## config.mk

```make
export PLATFORM = sky130hd
export DESIGN_NAME = fixed_to_fp_pipe
export DESIGN_NICKNAME = d
export VERILOG_FILES = /design/src/rtl/fixed_to_fp_pkg.sv /design/src/rtl/fixed_to_fp_pipe_lzc.sv /design/src/rtl/fixed_to_fp_pipe.sv
export SDC_FILE = /design/constraint.sdc
export NUM_CORES = 1
export LEC_CHECK = 0
export CAP_MARGIN = 10
export CELL_PAD_IN_SITES_DETAIL_PLACEMENT = 2
export CELL_PAD_IN_SITES_GLOBAL_PLACEMENT = 2
export CORE_ASPECT_RATIO = 2
export CORE_MARGIN = 5
export CORE_UTILIZATION = 35
export CTS_BUF_LIST = sky130_fd_sc_hd__clkbuf_4
export DETAILED_ROUTE_END_ITERATION = 8
export PLACE_DENSITY_LB_ADDON = 0.25
export SKIP_CTS_REPAIR_TIMING = 1
export SKIP_LAST_GASP = 1
export SLEW_MARGIN = 10
export SYNTH_ARGS = -nofsm -noshare
export SYNTH_HDL_FRONTEND = slang
export SYNTH_SLANG_ARGS = --single-unit
```

## constraint.sdc

```tcl
create_clock -name clk -period 3.8 [get_ports clk]
set_clock_uncertainty 0.15 [all_clocks]
set_input_delay 0.76 -clock clk [delete_from_list [all_inputs] [get_ports clk]]
set_output_delay 0.76 -clock clk [all_outputs]
set_load 0.02 [all_outputs]
```

## src/rtl/fixed_to_fp_pkg.sv

```systemverilog
// Shared types and constants for the fixed-point to binary32 converter.
// Round-to-nearest-even is selected by defining FIXED_TO_FP_RNE_EN.
package fixed_to_fp_pkg;

  localparam int F32_BIAS   = 127;
  localparam int F32_MANT_W = 23;
  localparam int F32_EXP_W  = 8;

  typedef struct packed {
    logic                  sign;
    logic [F32_EXP_W-1:0]  exp;
    logic [F32_MANT_W-1:0] mant;
  } f32_t;

  // Count must be able to represent w itself (all-zero operand).
  function automatic int lzc_cnt_w(input int w);
    return (w < 2) ? 1 : $clog2(w + 1);
  endfunction

endpackage

```

## src/rtl/fixed_to_fp_pipe_lzc.sv

```systemverilog
// Combinational leading-zero counter with zero flag; count equals W for an all-zero operand.
module fx_lzc
  import fixed_to_fp_pkg::*;
#(
  parameter  int W  = 20,
  localparam int CW = lzc_cnt_w(W)
) (
  input  logic [W-1:0]  data,
  output logic [CW-1:0] count,
  output logic          zero
);

  logic found;

  always_comb begin
    count = CW'(W);
    found = 1'b0;
    for (int i = W - 1; i >= 0; i--) begin
      if (!found && data[i]) begin
        count = CW'(W - 1 - i);
        found = 1'b1;
      end
    end
    zero = ~found;
  end

endmodule

```

## src/rtl/fixed_to_fp_pipe.sv

```systemverilog
// Three-stage elastic fixed-point -> IEEE-754 binary32 converter (sign/magnitude, normalise, pack).
// Define FIXED_TO_FP_RNE_EN for round-to-nearest-even; otherwise excess bits are truncated.
module fixed_to_fp_pipe
  import fixed_to_fp_pkg::*;
#(
  parameter int IN_W   = 19,
  parameter int FRAC_W = 16
) (
  input  logic            clk,
  input  logic            rst_n,
  input  logic            in_valid,
  output logic            in_ready,
  input  logic [IN_W-1:0] in_data,
  input  logic            in_signed,
  output logic            out_valid,
  input  logic            out_ready,
  output logic [31:0]     out_data
);

  // One extra bit keeps the magnitude of the most-negative input from wrapping.
  localparam int MAG_W   = IN_W + 1;
  localparam int LZC_W   = lzc_cnt_w(MAG_W);
  localparam int EXT_W   = 56;
  localparam int MR_W    = F32_MANT_W + 1;
  localparam int EXP_OFS = MAG_W - 1 - FRAC_W + F32_BIAS;

  generate
    if (IN_W < 2 || IN_W > 32) begin : g_bad_in_w
      $error("fixed_to_fp_pipe: IN_W must be in 2..32");
    end
    if (FRAC_W < 0 || FRAC_W > IN_W) begin : g_bad_frac_w
      $error("fixed_to_fp_pipe: FRAC_W must be in 0..IN_W");
    end
  endgenerate

  logic             s1_v_q, s1_v_d;
  logic             s1_sign_q, s1_sign_d;
  logic [MAG_W-1:0] s1_mag_q, s1_mag_d;

  logic             s2_v_q, s2_v_d;
  logic             s2_sign_q, s2_sign_d;
  logic             s2_zero_q, s2_zero_d;
  logic [LZC_W-1:0] s2_lzc_q, s2_lzc_d;
  logic [IN_W-1:0]  s2_frac_q, s2_frac_d;

  logic             s3_v_q, s3_v_d;
  f32_t             s3_data_q, s3_data_d;

  logic s1_load, s2_load, s3_load;

  // Stall chain: each stage loads when empty or when its occupant moves on this cycle.
  always_comb begin
    s3_load  = s2_v_q & (~s3_v_q | out_ready);
    s2_load  = s1_v_q & (~s2_v_q | s3_load);
    in_ready = ~s1_v_q | s2_load;
    s1_load  = in_valid & in_ready;

    s1_v_d = s1_load | (s1_v_q & ~s2_load);
    s2_v_d = s2_load | (s2_v_q & ~s3_load);
    s3_v_d = s3_load | (s3_v_q & ~out_ready);
  end

  logic             in_neg;
  logic [MAG_W-1:0] in_ext;

  always_comb begin
    in_neg    = in_signed & in_data[IN_W-1];
    in_ext    = {in_neg, in_data};
    s1_sign_d = s1_sign_q;
    s1_mag_d  = s1_mag_q;
    if (s1_load) begin
      s1_sign_d = in_neg;
      s1_mag_d  = in_neg ? (~in_ext + MAG_W'(1)) : in_ext;
    end
  end

  logic [LZC_W-1:0] s1_lzc;
  logic             s1_zero;

  fx_lzc #(.W(MAG_W)) u_lzc (
    .data  (s1_mag_q),
    .count (s1_lzc),
    .zero  (s1_zero)
  );

  // The leading 1 lands on the dropped MSB; only the bits below it are kept.
  always_comb begin
    s2_sign_d = s2_sign_q;
    s2_zero_d = s2_zero_q;
    s2_lzc_d  = s2_lzc_q;
    s2_frac_d = s2_frac_q;
    if (s2_load) begin
      s2_sign_d = s1_sign_q;
      s2_zero_d = s1_zero;
      s2_lzc_d  = s1_lzc;
      s2_frac_d = IN_W'(s1_mag_q << s1_lzc);
    end
  end

  logic [EXT_W-1:0]      frac_ext;
  logic [F32_MANT_W-1:0] mant_t;
  logic                  round_up;
  logic [MR_W-1:0]       mant_r;
  f32_t                  res;

`ifdef FIXED_TO_FP_RNE_EN
  logic guard_bit, sticky_bit;
  always_comb begin
    guard_bit  = frac_ext[EXT_W-1-F32_MANT_W];
    sticky_bit = |frac_ext[EXT_W-2-F32_MANT_W:0];
    round_up   = guard_bit & (sticky_bit | mant_t[0]);
  end
`else
  logic unused_round_bits;
  assign unused_round_bits = ^frac_ext[EXT_W-1-F32_MANT_W:0];
  assign round_up          = 1'b0;
`endif

  // A carry out of the rounded mantissa bumps the exponent; the mantissa is then zero.
  always_comb begin
    frac_ext  = {s2_frac_q, {(EXT_W - IN_W){1'b0}}};
    mant_t    = frac_ext[EXT_W-1 -: F32_MANT_W];
    mant_r    = {1'b0, mant_t} + MR_W'(round_up);
    res.sign  = s2_sign_q & ~s2_zero_q;
    res.exp   = F32_EXP_W'(EXP_OFS - int'(s2_lzc_q) + int'(mant_r[F32_MANT_W]));
    res.mant  = mant_r[F32_MANT_W-1:0];
    if (s2_zero_q) begin
      res = '0;
    end
    s3_data_d = s3_load ? res : s3_data_q;
  end

  always_ff @(posedge clk or negedge rst_n) begin
    if (!rst_n) begin
      s1_v_q    <= 1'b0;
      s1_sign_q <= 1'b0;
      s1_mag_q  <= '0;
      s2_v_q    <= 1'b0;
      s2_sign_q <= 1'b0;
      s2_zero_q <= 1'b0;
      s2_lzc_q  <= '0;
      s2_frac_q <= '0;
      s3_v_q    <= 1'b0;
      s3_data_q <= '0;
    end else begin
      s1_v_q    <= s1_v_d;
      s1_sign_q <= s1_sign_d;
      s1_mag_q  <= s1_mag_d;
      s2_v_q    <= s2_v_d;
      s2_sign_q <= s2_sign_d;
      s2_zero_q <= s2_zero_d;
      s2_lzc_q  <= s2_lzc_d;
      s2_frac_q <= s2_frac_d;
      s3_v_q    <= s3_v_d;
      s3_data_q <= s3_data_d;
    end
  end

  assign out_valid = s3_v_q;
  assign out_data  = s3_data_q;

endmodule

```

==> impl_metrics.csv, run 1 <==
group,metric,value,unit
sta,drv_slew,0,
place,place_ws,360,ps
clock_tree,clkTransAtPathRegs,150,ps
min_path,hold_class,"in2async",
clock_tree,htree_levels,3,
logic_synthesis,synth_ff_type,"dfrtp_1",
pwr,irDropWorstVdd,0.346,mV
place,hpwlAfterDp,11.3,mm
route,drtIter0Drc,99,
route,drt-wirelength-per-cell,19.8,um
sta,setup_ws,259,ps
logic_synthesis,synthesis.area,4530,um2
pwr,p_seq_frac,0.397,
sta,setup_violations,0,
clock_tree,clock-sinks,78,
clock_tree,numCtsBuffers,9,
logic_synthesis,postSynthAreaPerCell,8.75,um2
clock_tree,root_buffer,"clkbuf_4",
logic_synthesis,ys_seq_area_frac,0.431,
logic_synthesis,yosysTopAreaCellShare,0.431,
grt,antenna_found_initial,1,
critical_path,cp.required,4000,ps
pwr,clockPowerShare,0.164,
logic_synthesis,yosys-top-cells-area,"dfrtp_1, nand2_1, o21ai_0",
floorplanning,die-width,90.4,um
sta,report.final.hold_viol_count,0,
run,drv_cap,0,
floorplanning,io_pins,58,
clock_tree,clock_latency,460,ps
cells_and_area,regArea,1950,um2
route,wl_met3,446,um
pwr,p_comb_frac,0.439,
pwr,power_leakage,2.26,nW
floorplanning,num_rows,58,
route,wl_met2,7.87,mm
route,drc,0,
grt,grt_pass1_wl,23.1,mm
sta,min_period,3540,ps
pwr,netSwitchingFraction,0.415,
critical_path,endpoint_kind,"register",
status,status,"completed",
logic_synthesis,netlist_instances,517,
grt,grt-ovfl-total,0,
logic_synthesis,synth_common_cells,"nand2_1, dfrtp_1, o21ai_0",
place,postPlaceCellArea,5180,um2
sta,worst_slew_pin_slew,986,ps
sta,finalSetupTns,0,ps
route,m1WireLength,4.75,mm
route,vias_per_cell,5.62,
route,drtPass1Iterations,4,
sta,fin_crit_sh,0.932,
route,vias,4027,
place,numPortBuffers,53,
floorplanning,start_util,0.358,
logic_synthesis,yosysTopAreaCell,"dfrtp_1",
cells_and_area,drive_gt1_frac,0.0795,
floorplanning,die_y,171,um
sta,rsz0062_at_grt,"no",
grt,grtUsageTotal,0.189,
grt,grt_pass1_vias,4507,
pwr,p_int,1.93,mW
logic_synthesis,synth_most_common_cell,"nand2_1",
pwr,power_density,619,nW/um2
logic_synthesis,yosys_warnings,0,
critical_path,startpoint_type,"register",
sta,fmax,282,MHz
cells_and_area,final_area,5330,um2
critical_path,path_class,"reg2reg",
route,drt_wl_total,14.2,mm
cells_and_area,nNetsFinal,587,
clock_tree,cts_tree,"done",
sta,relSlewSlack,0.343,
floorplanning,die_area,15400,um2
clock_tree,cts_buffer_depth,2,
logic_synthesis,yosysUniqueCellTypes,60,
cells_and_area,fillers,1438,
cells_and_area,area_growth,17.8,%
route,top_layer,"met4",
critical_path,worstPathArrival,3740,ps
critical_path,path_max_fanout,21,
sta,hold_ws,291,ps
floorplanning,core,12600,um2
grt,grt_max_degree,79,
route,ant_nets,0,
logic_synthesis,ys_ff_latch,78,
pwr,p_switching,1.37,mW
logic_synthesis,async_reset_ff_frac,1.00,
place,place.gp.congestion,0.906,
logic_synthesis,synth_edf_count,0,
cells_and_area,multi_input_area,2340,um2
[power groups by stage]
stage / clock network (mW) / registers (mW) / logic (mW)
6_report: 0.541 / 1.31 / 1.45
5_1_grt: 0.591 / 1.35 / 1.57
4_1_cts: 0.565 / 1.32 / 1.46
3_5_place_dp: 0 / 1.34 / 1.45
3_3_place_gp: 0 / 1.31 / 1.41
2_1_floorplan: 0 / 1.39 / 0.773
[metal layers]
| layer | global-route usage | vias to the layer above |
|---|---|---|
| met4 | 0.154 | 0 |
| met2 | 0.363 | 102 |
| met3 | 0.0273 | 54 |
| met5 | 0 | - |
| met1 | 0.171 | 1968 |
| li1 | - | 1903 |
[critical path, cell delays in order, from the launching register on]
cell and delay [ps]:
dfrtp_1 530, or4_4 600, nor2_2 260, o211ai_1 210
and3_1 520, mux2i_1 480, nor3_1 90, a211o_1 300
a211o_1 290
[final timing paths]
path                               from       endpoint  slack (ps)  cells after the start
max                        s1_mag_q[16]  s2_frac_q[16]         260                      8
min                               rst_n   out_data[27]         290                      1
max reg2reg                s1_mag_q[16]  s2_frac_q[16]         260                      8
min reg2reg                out_data[24]   out_data[24]         340                      2
max in group asynchronous         rst_n   out_data[15]        2570                      1
min in group clk           out_data[24]   out_data[24]         340                      2
[sequential cells by signal, indices dropped and copies added, names as in the netlist]
name / flops
s1_sign_q: 1
out_valid: 1
s2_zero_q: 1
out_data: 28
s1_v_q: 1
s2_lzc_q: 5
s2_v_q: 1
s1_mag_q: 20
s2_sign_q: 1
s2_frac_q: 19
[layout make-up]
class / instances / area share
diodes: 1 / 0.000469
clock buffers: 10 / 0.0141
clock inverters: 6 / 0.0131
inverters: 15 / 0.0106
multi-input cells: 388 / 0.439
flip-flops and latches: 78 / 0.366
well taps: 150 / 0.0352
repair buffers: 69 / 0.122
[cell usage in the layout (no fill, tap or decap), types with 4 or more instances in the layout]
cell type and n:
xor2_1 5, nor3_1 7, clkbuf_4 10, clkdlybuf4s50_1 52, a221o_1 4, inv_1 15
o21ai_0 55, nor2_1 38, mux2i_1 13, mux2_2 4, conb_1 4, o22ai_1 4
nand3_1 9, o21ai_1 9, a211oi_1 5, xnor2_1 13, a22oi_1 5, a21oi_1 23
a22o_1 10, dfrtp_1 78, o31ai_1 9, buf_4 17, nand2b_1 29, nor4_1 8
and2_1 4, nand2_1 79, o31a_1 4
[through the flow]
stage,power (mW),util,cells
CTS,3.34,0.422,716
floorplan,2.17,-,520
detailed placement,2.79,0.410,700
global route,3.51,0.422,717
global placement,2.71,0.410,700
finish,3.30,0.422,717
[logic make-up (layout without fill, tap and decap cells)]
| family | after synthesis | in the layout | share of synthesized area |
|---|---|---|---|
| other cells | 1 | 5 | 0.000829 |
| flops | 78 | 78 | 0.431 |
| fa+ha+maj | 2 | 2 | 0.00553 |
| mux | 20 | 20 | 0.0462 |
| buf+inv | 54 | 100 | 0.0545 |
| xor+xnor | 18 | 18 | 0.0348 |
| simple gates | 193 | 193 | 0.215 |
| compound gates | 151 | 151 | 0.212 |
No activity file was read; power rests on OpenSTA's default activity.
==> inputs of run 2 (changes only) <==
Settings changed: SETUP_SLACK_MARGIN set to 0.1.
==> run 2 against run 1 <==
  * Combinational power about the same
  * Critical path depth unchanged
  * Cell count did not move
  * Global-route usage unchanged
  * Die area unchanged
  * Fmax up 4.8%
  * Via count is essentially flat
  * Non-clock buffer count stayed put
  * Highest routed layer unchanged
==> impl_metrics.csv, run 2 (synthesis gave the netlist of run 1 again) <==
group,metric,value,unit
status,status,"completed",
floorplanning,io_pins,58,
cells_and_area,layout_commonest_cell,"nand2_1",
critical_path,slowest_stage,"or4_4",
grt,grt_pass1_vias,4507,
sta,min_period,3380,ps
sta,rsz0062_at_grt,"no",
sta,hold_ws,291,ps
cells_and_area,area_growth,17.8,%
route,vias,4026,
floorplanning,die_area,15400,um2
cells_and_area,stdcell_count,717,
route,drc,0,
clock_tree,clkTransAtPathRegs,150,ps
cells_and_area,fillers,1437,
pwr,power_leakage,2.26,nW
clock_tree,cts_buffer_depth,2,
critical_path,critPathMostFrequentCell,"a211o_1",
cells_and_area,final_cell_mix,"nand2_1, dfrtp_1, o21ai_0",
sta,worst_slew_pin_slew,986,ps
cells_and_area,nNetsFinal,587,
critical_path,worstPathArrival,3580,ps
cells_and_area,largest_reg_flops,28,
floorplanning,num_rows,58,
critical_path,endpoint_kind,"register",
floorplanning,die-width,90.4,um
route,drt_wl_total,14.2,mm
sta,fin_crit_sh,0.889,
sta,fmax,296,MHz
critical_path,crit_chain,"or4_4 -> nor2_2 -> o211ai_1 -> and3_2 -> mux2i_1 -> nor3_1 -> a211o_1 -> a211o_1",
sta,report.final.hold_viol_count,0,
place,place.gp.congestion,0.906,
place,numPortBuffers,53,
clock_tree,root_buffer,"clkbuf_4",
grt,antenna_found_initial,1,
floorplanning,start_util,0.358,
route,drtPass1Iterations,4,
critical_path,cp.required,4000,ps
critical_path,path_class,"reg2reg",
pwr,total_power,3.30,mW
critical_path,r2r_start,"s1_mag_q[16]",
clock_tree,htree_levels,3,
run,drv_cap,0,
sta,finalSetupTns,0,ps
pwr,power_density,619,nW/um2
clock_tree,clock_latency,460,ps
critical_path,worstRegToRegCells,8,
grt,grt_max_degree,79,
route,ant_nets,0,
route,drt-wirelength-per-cell,19.8,um
critical_path,max_stage_delay,600,ps
clock_tree,numCtsBuffers,9,
critical_path,path_max_fanout,21,
critical_path,startpoint_type,"register",
sta,setup_violations,0,
route,vias_per_cell,5.62,
critical_path,r2r_slack,420,ps
clock_tree,clock-sinks,78,
floorplanning,core,12600,um2
min_path,hold_class,"in2async",
grt,grt_pass1_wl,23.1,mm
pwr,irDropWorstVdd,0.346,mV
cells_and_area,drive_gt1_frac,0.0813,
critical_path,timing.rr.end,"s2_frac_q[16]",
cells_and_area,final_area,5330,um2
route,drtIter0Drc,99,
sta,relSlewSlack,0.343,
sta,drv_slew,0,
clock_tree,cts_tree,"done",
grt,grt-ovfl-total,0,
floorplanning,die_y,171,um
place,hpwlAfterDp,11.3,mm
grt,grtUsageTotal,0.189,
place,placedCellCount,700,
place,postPlaceCellArea,5180,um2
[run 2: final cells by class]
| type | instances | area [um2] | area share |
|---|---|---|---|
| diodes | 1 | 2.50 | 0.000469 |
| clock buffers | 10 | 75.1 | 0.0141 |
| clock inverters | 6 | 70.1 | 0.0131 |
| inverters | 15 | 56.3 | 0.0106 |
| multi-input cells | 388 | 2340 | 0.439 |
| flip-flops and latches | 78 | 1950 | 0.366 |
| well taps | 150 | 188 | 0.0352 |
| repair buffers | 69 | 648 | 0.122 |
[run 2: layer usage]
| metal | global-route usage | share of wire |
|---|---|---|
| met5 | 0 | 0 |
| met4 | 0.154 | 0.080 |
| met3 | 0.0273 | 0.031 |
| met2 | 0.363 | 0.55 |
| met1 | 0.171 | 0.34 |
[run 2: how the worst max path moves through the flow]
stage	cells past startpoint	end	slack (ps)	from
after floorplan	11	s2_frac_q[15]	880	s1_mag_q[17]
after global placement	7	s1_mag_q[15]	420	in_data[2]
after detailed placement	7	s1_mag_q[13]	360	in_data[2]
after CTS	8	s2_frac_q[16]	320	s1_mag_q[14]
after global routing	9	s2_frac_q[15]	260	s1_mag_q[11]
final	8	s2_frac_q[16]	420	s1_mag_q[16]
[run 2: report_power, final]
part	total, mW	leakage, nW	internal, mW	switching, mW
registers	1.31	0.973	1.09	0.223
logic	1.45	1.21	0.632	0.816
clock network	0.541	0.0697	0.212	0.329
total	3.30	2.26	1.93	1.37
[run 2: worst max-delay path, delay by kind of cell, from the launching register on]
family             cells  cell delay [ps]
AOI/OAI and AO/OA      3              800
DFF                    1              530
and+or+nand+nor        4             1370
muxes                  1              410
[run 2: stage by stage]
step | util | setup WS (ps)
global route | 0.422 | 256
finish | 0.422 | 422
global placement | 0.410 | 420
floorplan | - | 877
detailed placement | 0.410 | 360
CTS | 0.422 | 323
